**src/rtl/wb_arbiter_2m_if.sv**
```systemverilog
// Bundle of the two requesting Wishbone ports and the shared downstream bus.
// The arbiter uses the master modport; the surrounding masters/slave use the slave modport.
interface wb_arbiter_2m_if;
  logic [1:0]  m_cyc_i;
  logic [1:0]  m_stb_i;
  logic [1:0]  m_we_i;
  logic [63:0] m_adr_i;
  logic [63:0] m_dat_i;
  logic [7:0]  m_sel_i;
  logic [5:0]  m_cti_i;
  logic [3:0]  m_bte_i;
  logic [1:0]  m_ack_o;
  logic [1:0]  m_err_o;
  logic [1:0]  m_rty_o;
  logic [63:0] m_dat_o;

  logic        s_cyc_o;
  logic        s_stb_o;
  logic        s_we_o;
  logic [31:0] s_adr_o;
  logic [31:0] s_dat_o;
  logic [3:0]  s_sel_o;
  logic [2:0]  s_cti_o;
  logic [1:0]  s_bte_o;
  logic        s_ack_i;
  logic        s_err_i;
  logic        s_rty_i;
  logic [31:0] s_dat_i;

  modport master (
    input  m_cyc_i, m_stb_i, m_we_i, m_adr_i, m_dat_i, m_sel_i, m_cti_i, m_bte_i,
    input  s_ack_i, s_err_i, s_rty_i, s_dat_i,
    output m_ack_o, m_err_o, m_rty_o, m_dat_o,
    output s_cyc_o, s_stb_o, s_we_o, s_adr_o, s_dat_o, s_sel_o, s_cti_o, s_bte_o
  );

  modport slave (
    output m_cyc_i, m_stb_i, m_we_i, m_adr_i, m_dat_i, m_sel_i, m_cti_i, m_bte_i,
    output s_ack_i, s_err_i, s_rty_i, s_dat_i,
    input  m_ack_o, m_err_o, m_rty_o, m_dat_o,
    input  s_cyc_o, s_stb_o, s_we_o, s_adr_o, s_dat_o, s_sel_o, s_cti_o, s_bte_o
  );
endinterface

```
**src/rtl/wb_arbiter_2m.sv**
```systemverilog
// Two-master Wishbone arbiter: round-robin on ties, no preemption, and a
// watchdog that forces a bus error on the owner when its strobe goes unanswered.
module wb_arbiter_2m #(
  parameter int unsigned TIMEOUT = 255,
  parameter int unsigned CNT_W   = 8
) (
  input  logic            clk,
  input  logic            rst,
  wb_arbiter_2m_if.master bus,
  output logic [1:0]      grant_o,
  output logic            timeout_o
);

  typedef enum logic [1:0] {
    ST_IDLE = 2'd0,
    ST_OWN0 = 2'd1,
    ST_OWN1 = 2'd2
  } state_t;

  localparam logic [CNT_W-1:0] TIMEOUT_CNT = CNT_W'(TIMEOUT);
  localparam logic [CNT_W-1:0] CNT_MAX     = '1;

  state_t           r_state;
  state_t           w_state_nxt;
  logic             r_last_grant;
  logic             w_last_grant_nxt;
  logic [CNT_W-1:0] r_wd_cnt;
  logic [CNT_W-1:0] w_wd_cnt_nxt;
  logic             w_own0;
  logic             w_own1;
  logic             w_term;
  logic             w_stall;
  logic             w_timeout;

  always_ff @(posedge clk) begin
    if (rst) begin
      r_state      <= ST_IDLE;
      r_last_grant <= 1'b1;
      r_wd_cnt     <= '0;
    end else begin
      r_state      <= w_state_nxt;
      r_last_grant <= w_last_grant_nxt;
      r_wd_cnt     <= w_wd_cnt_nxt;
    end
  end

  // Grant decision is made only in IDLE, so a released port always sees one idle cycle.
  always_comb begin
    w_state_nxt      = r_state;
    w_last_grant_nxt = r_last_grant;
    case (r_state)
      ST_IDLE: begin
        if (bus.m_cyc_i == 2'b11) begin
          w_state_nxt      = r_last_grant ? ST_OWN0 : ST_OWN1;
          w_last_grant_nxt = ~r_last_grant;
        end else if (bus.m_cyc_i[0]) begin
          w_state_nxt      = ST_OWN0;
          w_last_grant_nxt = 1'b0;
        end else if (bus.m_cyc_i[1]) begin
          w_state_nxt      = ST_OWN1;
          w_last_grant_nxt = 1'b1;
        end
      end
      ST_OWN0: if (!bus.m_cyc_i[0]) w_state_nxt = ST_IDLE;
      ST_OWN1: if (!bus.m_cyc_i[1]) w_state_nxt = ST_IDLE;
      default: w_state_nxt = ST_IDLE;
    endcase
  end

  assign w_own0  = (r_state == ST_OWN0);
  assign w_own1  = (r_state == ST_OWN1);
  assign grant_o = {w_own1, w_own0};

  // Owner's fields onto the shared bus; cyc/stb follow the owner's cyc combinationally.
  always_comb begin
    bus.s_cyc_o = 1'b0;
    bus.s_stb_o = 1'b0;
    bus.s_we_o  = 1'b0;
    bus.s_adr_o = '0;
    bus.s_dat_o = '0;
    bus.s_sel_o = '0;
    bus.s_cti_o = '0;
    bus.s_bte_o = '0;
    if (w_own0) begin
      bus.s_cyc_o = bus.m_cyc_i[0];
      bus.s_stb_o = bus.m_cyc_i[0] & bus.m_stb_i[0];
      bus.s_we_o  = bus.m_we_i[0];
      bus.s_adr_o = bus.m_adr_i[31:0];
      bus.s_dat_o = bus.m_dat_i[31:0];
      bus.s_sel_o = bus.m_sel_i[3:0];
      bus.s_cti_o = bus.m_cti_i[2:0];
      bus.s_bte_o = bus.m_bte_i[1:0];
    end else if (w_own1) begin
      bus.s_cyc_o = bus.m_cyc_i[1];
      bus.s_stb_o = bus.m_cyc_i[1] & bus.m_stb_i[1];
      bus.s_we_o  = bus.m_we_i[1];
      bus.s_adr_o = bus.m_adr_i[63:32];
      bus.s_dat_o = bus.m_dat_i[63:32];
      bus.s_sel_o = bus.m_sel_i[7:4];
      bus.s_cti_o = bus.m_cti_i[5:3];
      bus.s_bte_o = bus.m_bte_i[3:2];
    end
  end

  // A real slave termination in the timeout cycle wins over the forced error.
  assign w_term    = bus.s_ack_i | bus.s_err_i | bus.s_rty_i;
  assign w_stall   = bus.s_stb_o & ~w_term;
  assign w_timeout = w_stall & (r_wd_cnt == TIMEOUT_CNT);
  assign timeout_o = w_timeout;

  always_comb begin
    w_wd_cnt_nxt = '0;
    if (w_stall && !w_timeout) begin
      w_wd_cnt_nxt = (r_wd_cnt == CNT_MAX) ? r_wd_cnt : r_wd_cnt + CNT_W'(1);
    end
  end

  assign bus.m_ack_o = grant_o & {2{bus.s_ack_i}};
  assign bus.m_err_o = grant_o & {2{bus.s_err_i | w_timeout}};
  assign bus.m_rty_o = grant_o & {2{bus.s_rty_i}};
  assign bus.m_dat_o = {2{bus.s_dat_i}};

endmodule

```
**src/flat_wrapper.sv**
```systemverilog
// flat-port wrapper written by rule: the top's interface ports become plain ports
module wb_arbiter_2m_flat 
#(
  parameter int unsigned TIMEOUT = 255,
  parameter int unsigned CNT_W   = 8
)
  (clk, rst, grant_o, timeout_o, bus_m_cyc_i, bus_m_stb_i, bus_m_we_i, bus_m_adr_i, bus_m_dat_i, bus_m_sel_i, bus_m_cti_i, bus_m_bte_i, bus_s_ack_i, bus_s_err_i, bus_s_rty_i, bus_s_dat_i, bus_m_ack_o, bus_m_err_o, bus_m_rty_o, bus_m_dat_o, bus_s_cyc_o, bus_s_stb_o, bus_s_we_o, bus_s_adr_o, bus_s_dat_o, bus_s_sel_o, bus_s_cti_o, bus_s_bte_o);
  wb_arbiter_2m_if bus_i ();
  input  logic clk;
  input  logic rst;
  output logic [1:0] grant_o;
  output logic timeout_o;
  input wire logic [$bits(bus_i.m_cyc_i)-1:0] bus_m_cyc_i;
  input wire logic [$bits(bus_i.m_stb_i)-1:0] bus_m_stb_i;
  input wire logic [$bits(bus_i.m_we_i)-1:0] bus_m_we_i;
  input wire logic [$bits(bus_i.m_adr_i)-1:0] bus_m_adr_i;
  input wire logic [$bits(bus_i.m_dat_i)-1:0] bus_m_dat_i;
  input wire logic [$bits(bus_i.m_sel_i)-1:0] bus_m_sel_i;
  input wire logic [$bits(bus_i.m_cti_i)-1:0] bus_m_cti_i;
  input wire logic [$bits(bus_i.m_bte_i)-1:0] bus_m_bte_i;
  input wire logic [$bits(bus_i.s_ack_i)-1:0] bus_s_ack_i;
  input wire logic [$bits(bus_i.s_err_i)-1:0] bus_s_err_i;
  input wire logic [$bits(bus_i.s_rty_i)-1:0] bus_s_rty_i;
  input wire logic [$bits(bus_i.s_dat_i)-1:0] bus_s_dat_i;
  output wire logic [$bits(bus_i.m_ack_o)-1:0] bus_m_ack_o;
  output wire logic [$bits(bus_i.m_err_o)-1:0] bus_m_err_o;
  output wire logic [$bits(bus_i.m_rty_o)-1:0] bus_m_rty_o;
  output wire logic [$bits(bus_i.m_dat_o)-1:0] bus_m_dat_o;
  output wire logic [$bits(bus_i.s_cyc_o)-1:0] bus_s_cyc_o;
  output wire logic [$bits(bus_i.s_stb_o)-1:0] bus_s_stb_o;
  output wire logic [$bits(bus_i.s_we_o)-1:0] bus_s_we_o;
  output wire logic [$bits(bus_i.s_adr_o)-1:0] bus_s_adr_o;
  output wire logic [$bits(bus_i.s_dat_o)-1:0] bus_s_dat_o;
  output wire logic [$bits(bus_i.s_sel_o)-1:0] bus_s_sel_o;
  output wire logic [$bits(bus_i.s_cti_o)-1:0] bus_s_cti_o;
  output wire logic [$bits(bus_i.s_bte_o)-1:0] bus_s_bte_o;
  assign bus_i.m_cyc_i = bus_m_cyc_i;
  assign bus_i.m_stb_i = bus_m_stb_i;
  assign bus_i.m_we_i = bus_m_we_i;
  assign bus_i.m_adr_i = bus_m_adr_i;
  assign bus_i.m_dat_i = bus_m_dat_i;
  assign bus_i.m_sel_i = bus_m_sel_i;
  assign bus_i.m_cti_i = bus_m_cti_i;
  assign bus_i.m_bte_i = bus_m_bte_i;
  assign bus_i.s_ack_i = bus_s_ack_i;
  assign bus_i.s_err_i = bus_s_err_i;
  assign bus_i.s_rty_i = bus_s_rty_i;
  assign bus_i.s_dat_i = bus_s_dat_i;
  assign bus_m_ack_o = bus_i.m_ack_o;
  assign bus_m_err_o = bus_i.m_err_o;
  assign bus_m_rty_o = bus_i.m_rty_o;
  assign bus_m_dat_o = bus_i.m_dat_o;
  assign bus_s_cyc_o = bus_i.s_cyc_o;
  assign bus_s_stb_o = bus_i.s_stb_o;
  assign bus_s_we_o = bus_i.s_we_o;
  assign bus_s_adr_o = bus_i.s_adr_o;
  assign bus_s_dat_o = bus_i.s_dat_o;
  assign bus_s_sel_o = bus_i.s_sel_o;
  assign bus_s_cti_o = bus_i.s_cti_o;
  assign bus_s_bte_o = bus_i.s_bte_o;
  wb_arbiter_2m #(.TIMEOUT(TIMEOUT), .CNT_W(CNT_W)) u_core (.clk(clk), .rst(rst), .bus(bus_i), .grant_o(grant_o), .timeout_o(timeout_o));
endmodule
```
**config.mk**
```make
export PLATFORM = sky130hd
export DESIGN_NAME = wb_arbiter_2m_flat
export DESIGN_NICKNAME = d
export VERILOG_FILES = /design/src/rtl/wb_arbiter_2m_if.sv /design/src/rtl/wb_arbiter_2m.sv /design/src/flat_wrapper.sv
export SDC_FILE = /design/constraint.sdc
export NUM_CORES = 1
export LEC_CHECK = 0
export BUFFER_PORTS_ARGS = -buffer_cell sky130_fd_sc_hd__buf_4
export CORE_AREA = 2 2 132 134
export DETAILED_ROUTE_END_ITERATION = 6
export DIE_AREA = 0 0 134 136
export GPL_TIMING_DRIVEN = 0
export PLACE_DENSITY = 0.4
export RECOVER_POWER = 100
export SYNTH_ARGS = -nofsm -noshare
export SYNTH_HDL_FRONTEND = slang
export SYNTH_SLANG_ARGS = --single-unit
```
**constraint.sdc**
```tcl
create_clock -name clk -period 2 [get_ports clk]
set_input_delay 0.2 -clock clk [delete_from_list [all_inputs] [get_ports clk]]
set_output_delay 0.2 -clock clk [all_outputs]
set_load 0.02 [all_outputs]
```
## Word level (Yosys, flattened, before mapping)

Cells that the tools add are included.

- Word-level logic and storage cells: 57
- Register bits: 11
- Bits in latches: 0
- Input bits: 189
- ROM bits: 0
- Memory bits (writable): 0
- Memories: 0

- Add/subtract/negate cells: 1
- Reduce and logical (&&, ||, !) cells: 7
- Multiplexer cells: 26
- Divide/modulo/power cells: 0
- Order comparisons: 0
- Shift operators: 0
- Bitwise logic cells: 13
- Equal/unequal tests: 7
- Multiply operators: 0

Operator list:

| cell | count |
|---|---|
| $mux W32 | 4 |
| $mux W2 | 8 |
| $mux W1 | 9 |
| $add A8 B1 Y8 const B | 1 |
| $eq A8 B8 Y1 const B | 1 |
| $mux W4 | 2 |
| $and A2 B2 Y2 | 3 |
| $mux W3 | 2 |
| $pmux W2 S3 | 1 |
| $and A1 B1 Y1 | 4 |
| $eq A2 B2 Y1 const B | 2 |
| $ne A2 B2 Y1 const B | 2 |
| $ne A4 B3 Y1 const B | 1 |
| $not A1 Y1 | 3 |
| $or A1 B1 Y1 | 3 |
| $reduce_and A3 Y1 | 1 |
| $reduce_bool A3 Y1 | 1 |
| $eq A2 B1 Y1 const B | 1 |
| $logic_not A2 Y1 | 1 |
| $reduce_and A2 Y1 | 1 |
| $reduce_or A2 Y1 | 1 |
| $logic_and A1 B1 Y1 | 1 |
| $logic_not A1 Y1 | 1 |

## Logic depth before layout (Yosys ltp)

- Depth after elaboration: 9
- Mapped depth: 6
- Mapped depth without buffers: 4

## Worst setup path before layout

No wires, ideal clock.

- Kind: register to output
- From: register u_core.r_state[0]
- To: output port bus_m_err_o[0]
- Slack: 0.192 ns
- Buffers on the path: 1
- Arrival time: 1.608 ns
- Cell stages (with the launch flop): 5
- Cells stage by stage: dfxtp_1 buf_2 and4b_1 o21ai_1 o41ai_1

- Longest elaborated chain between the ends: 7
- Elaborated cells between the ends (all ways): 8
- Those cells by class: 2 x eq/ne; 2 x mux; 4 x bitwise

RTL lines:

| element | RTL line | source |
|---|---|---|
| from (decl) | wb_arbiter_2m.sv:23 | `state_t r_state;` |
| from (signal assigned) | wb_arbiter_2m.sv:41 | `r_state <= w_state_nxt;` |
| $eq A2 B2 Y1 | wb_arbiter_2m.sv:71 | `assign w_own1 = (r_state == ST_OWN1);` |
| $mux W1 | wb_arbiter_2m.sv:93 | `end else if (w_own1) begin` |
| $mux W1 | wb_arbiter_2m.sv:84 | `if (w_own0) begin` |
| $and A1 B1 Y1 | wb_arbiter_2m.sv:107 | `assign w_stall = bus.s_stb_o & ~w_term;` |
| $and A1 B1 Y1 | wb_arbiter_2m.sv:108 | `assign w_timeout = w_stall & (r_wd_cnt == TIMEOUT_CNT);` |
| $or A1 B1 Y1 | wb_arbiter_2m.sv:119 | `assign bus.m_err_o = grant_o & {2{bus.s_err_i \| w_timeout}};` |
| $and A2 B2 Y2 * | wb_arbiter_2m.sv:119 |  |
| to (decl) | flat_wrapper.sv:26 | `output wire logic [$bits(bus_i.m_err_o)-1:0] bus_m_err_o;` |

Every way passes the cells marked *; elsewhere a longest branch is shown, timed or not.

## Final worst setup path

- From: register u_core.r_state[0]
- To: output port bus_s_dat_o[16]

- Longest elaborated chain between the ends: 3
- Elaborated cells between the ends (all ways): 4
- Those cells by class: 2 x eq/ne; 2 x mux

RTL lines:

| element | RTL line | source |
|---|---|---|
| $eq A2 B2 Y1 | wb_arbiter_2m.sv:71 |  |
| $mux W32 | wb_arbiter_2m.sv:93 |  |
| $mux W32 * | wb_arbiter_2m.sv:84 |  |
| to (decl) | flat_wrapper.sv:33 | `output wire logic [$bits(bus_i.s_dat_o)-1:0] bus_s_dat_o;` |

Marks and branches as above.

==> metrics <==
status finished clean; Reg clk slew, reported paths 0.04 ns; GRT met2 Usage 0.220; Total GRT Usage 0.118; CTS tree done; DR pass1 iterations 6; Async SR Flop Fraction 0; Worst setup EP type output port; max_slew headroom 0.555; DR vias 2878; Pwr Total 1.65 mW; CTS Buffer Depth 2; Worst Skew 0.00186 ns; CTS root buffer clkbuf_16; initial DRC count 57; Final Max Slew Viols 0; fin crit period 1.88 ns; GRT met3 Usage 0.0283; Synth warnings 0; post-synthesis compound-gate area fraction 0.401; worst-skew pair later-pin latency 0.23 ns; Tcrit/Tclk final 0.941; Worst-Margin Slew 0.665 ns; Area Overhead vs Synth 129%; PwrDens 388 nW/µm²; largest net degree at the start of global routing 11; gp weighted congestion 0.773; initial antenna violation count 0; simple-gate portion of the synthesized area 0.112; maximum VDD drop 194 µV; multiplexer area fraction after synthesis 0; Die X-Extent 134 µm; Vias/cell 3.77; crit-path max FO 10; EDFF count, synth 0; CP Data Required Time 1.80 ns; # rows 48; utilization after layout 0.252; Starting Density 0.110; Synth Area in Adders 0.00675; synthesized area 1850 µm²; routing usage on met1 0.143; post-synth top area share 0.350; final setup violation count 0; Sinks on Clock Net 11; core area 16900 µm²; most frequent cells in the layout buf_4, a22o_1, clkbuf_1, buf_2, dfxtp_1; Synth area leaders a22o_1, buf_4, dfxtp_1; global route overflow 0; commonest non-fill, non-tap cell in the layout buf_4; first-pass GRT wire length 16.9 mm; Setup TNS 0 ns; Synth Net Count 420; #FFs+latches synth 11; footprint of the multi-input gates 986 µm²; CP Data Arrival Time 1.68 ns; full die area 18200 µm²; HPWL after detailed placement 11.0 mm; Post-synth top flop dfxtp_1; Post-CTS Setup Bufs 0; Layout Cells excl Fill 764; Ports 338; register area 220 µm²; Avg Cell Area, Syn 8.06 µm²; post-synthesis cell count 230; Final Hold Viols 0; fraction of layout cells with a size suffix above 1 0.609; Resize count post-CTS 0; Post-Route WL 12.6 mm; fillcell total 1936; cell taking the most area after synthesis a22o_1; Post-route DRC 0; Final ANT Viol Nets 0; Nets 730; Crit Path Class reg2out; vias in the first global route 2803; H-tree depth 1; Most Used Layer, Global Route met2; xor/xnor cell area share of the yosys netlist 0.0142; distinct cell type count after synthesis 29; Critical Path Start Type flop; die height 136 µm; sequential share of the synthesized area 0.119; FMAX 0.531 GHz; DP Cell Count 760; Leakage 2.18 nW; antenna cells 0; Max Cap Violations 0; drt wl/cell 16.4 µm; CTS buffer count 3; port bufs 305; largest family of logic cells by synthesized area compound AO/OA/AOI/OAI gates; RSZ-0062 raised after global routing true; hold buffer count at CTS 0; worst min path class in2reg
## power breakdown
group | switching (mW) | internal (mW)
Sequential | 0.00274 | 0.225
Combinational | 0.514 | 0.550
Clock | 0.0921 | 0.267
## cell type report
class	instances	share of cell area
Timing Repair Buffer	305	0.480
Buffer	86	0.148
Inverter	4	0.00353
Sequential cell	11	0.0518
Clock buffer	4	0.0185
Tap cell	225	0.0662
Multi-Input combinational cell	129	0.232
## cells by family after synthesis
family	after synthesis
adder cells (fa/ha/maj)	1
flip-flops	11
AND/OR/NAND/NOR	37
AO/OA/AOI/OAI	88
XOR/XNOR	3
buffers and inverters	90
## layer usage
layer | part of all wire | up-vias
met4 | 0.00072 | 0
met2 | 0.53 | 133
met1 | 0.39 | 1327
li1 | - | 1416
met3 | 0.077 | 2
met5 | 0 | -
## cell usage after synthesis, drive strengths merged (3+ instances only)
| cell | number |
|---|---|
| o21ai | 6 |
| inv | 4 |
| nor3 | 4 |
| nand3 | 4 |
| nor2b | 3 |
| and2 | 4 |
| or3 | 3 |
| nor2 | 4 |
| a22o | 74 |
| a211oi | 3 |
| and3 | 3 |
| buf | 86 |
| nand2 | 5 |
| dfxtp | 11 |
## per-stage QoR
step           setup slack, ns  area, µm²  hold WS, ns
2_1_floorplan            0.192       1850        0.273
3_3_place_gp             0.251       4430        0.386
3_5_place_dp             0.292       4430        0.383
4_1_cts                 0.0760       4500        0.134
5_1_grt               -0.00599       4250        0.134
6_report                 0.118       4250        0.139
## sequential cells by signal (all words and copies together) (netlist names)
signal               flops
u_core.r_state           2
u_core.r_wd_cnt          8
u_core.r_last_grant      1
## worst paths after layout
| kind | from | end | slack [ns] | depth (start not counted) |
|---|---|---|---|---|
| setup / recovery | u_core.r_state[0] | bus_s_dat_o[16] | 0.12 | 7 |
| hold / removal | rst | u_core.r_state[1] | 0.14 | 2 |
| setup reg to reg | u_core.r_state[0] | u_core.r_wd_cnt[7] | 0.48 | 4 |
| hold reg to reg | u_core.r_wd_cnt[0] | u_core.r_wd_cnt[0] | 0.49 | 1 |
## critical path, cell delays in order, from the launching register on
cell and delay (ns):
dfxtp_1 0.29, buf_2 0.16, nor2b_1 0.13, buf_2 0.16, buf_6 0.16, buf_6 0.14, a22o_1 0.24, buf_4 0.16
(Power assumes the default switching activity.)
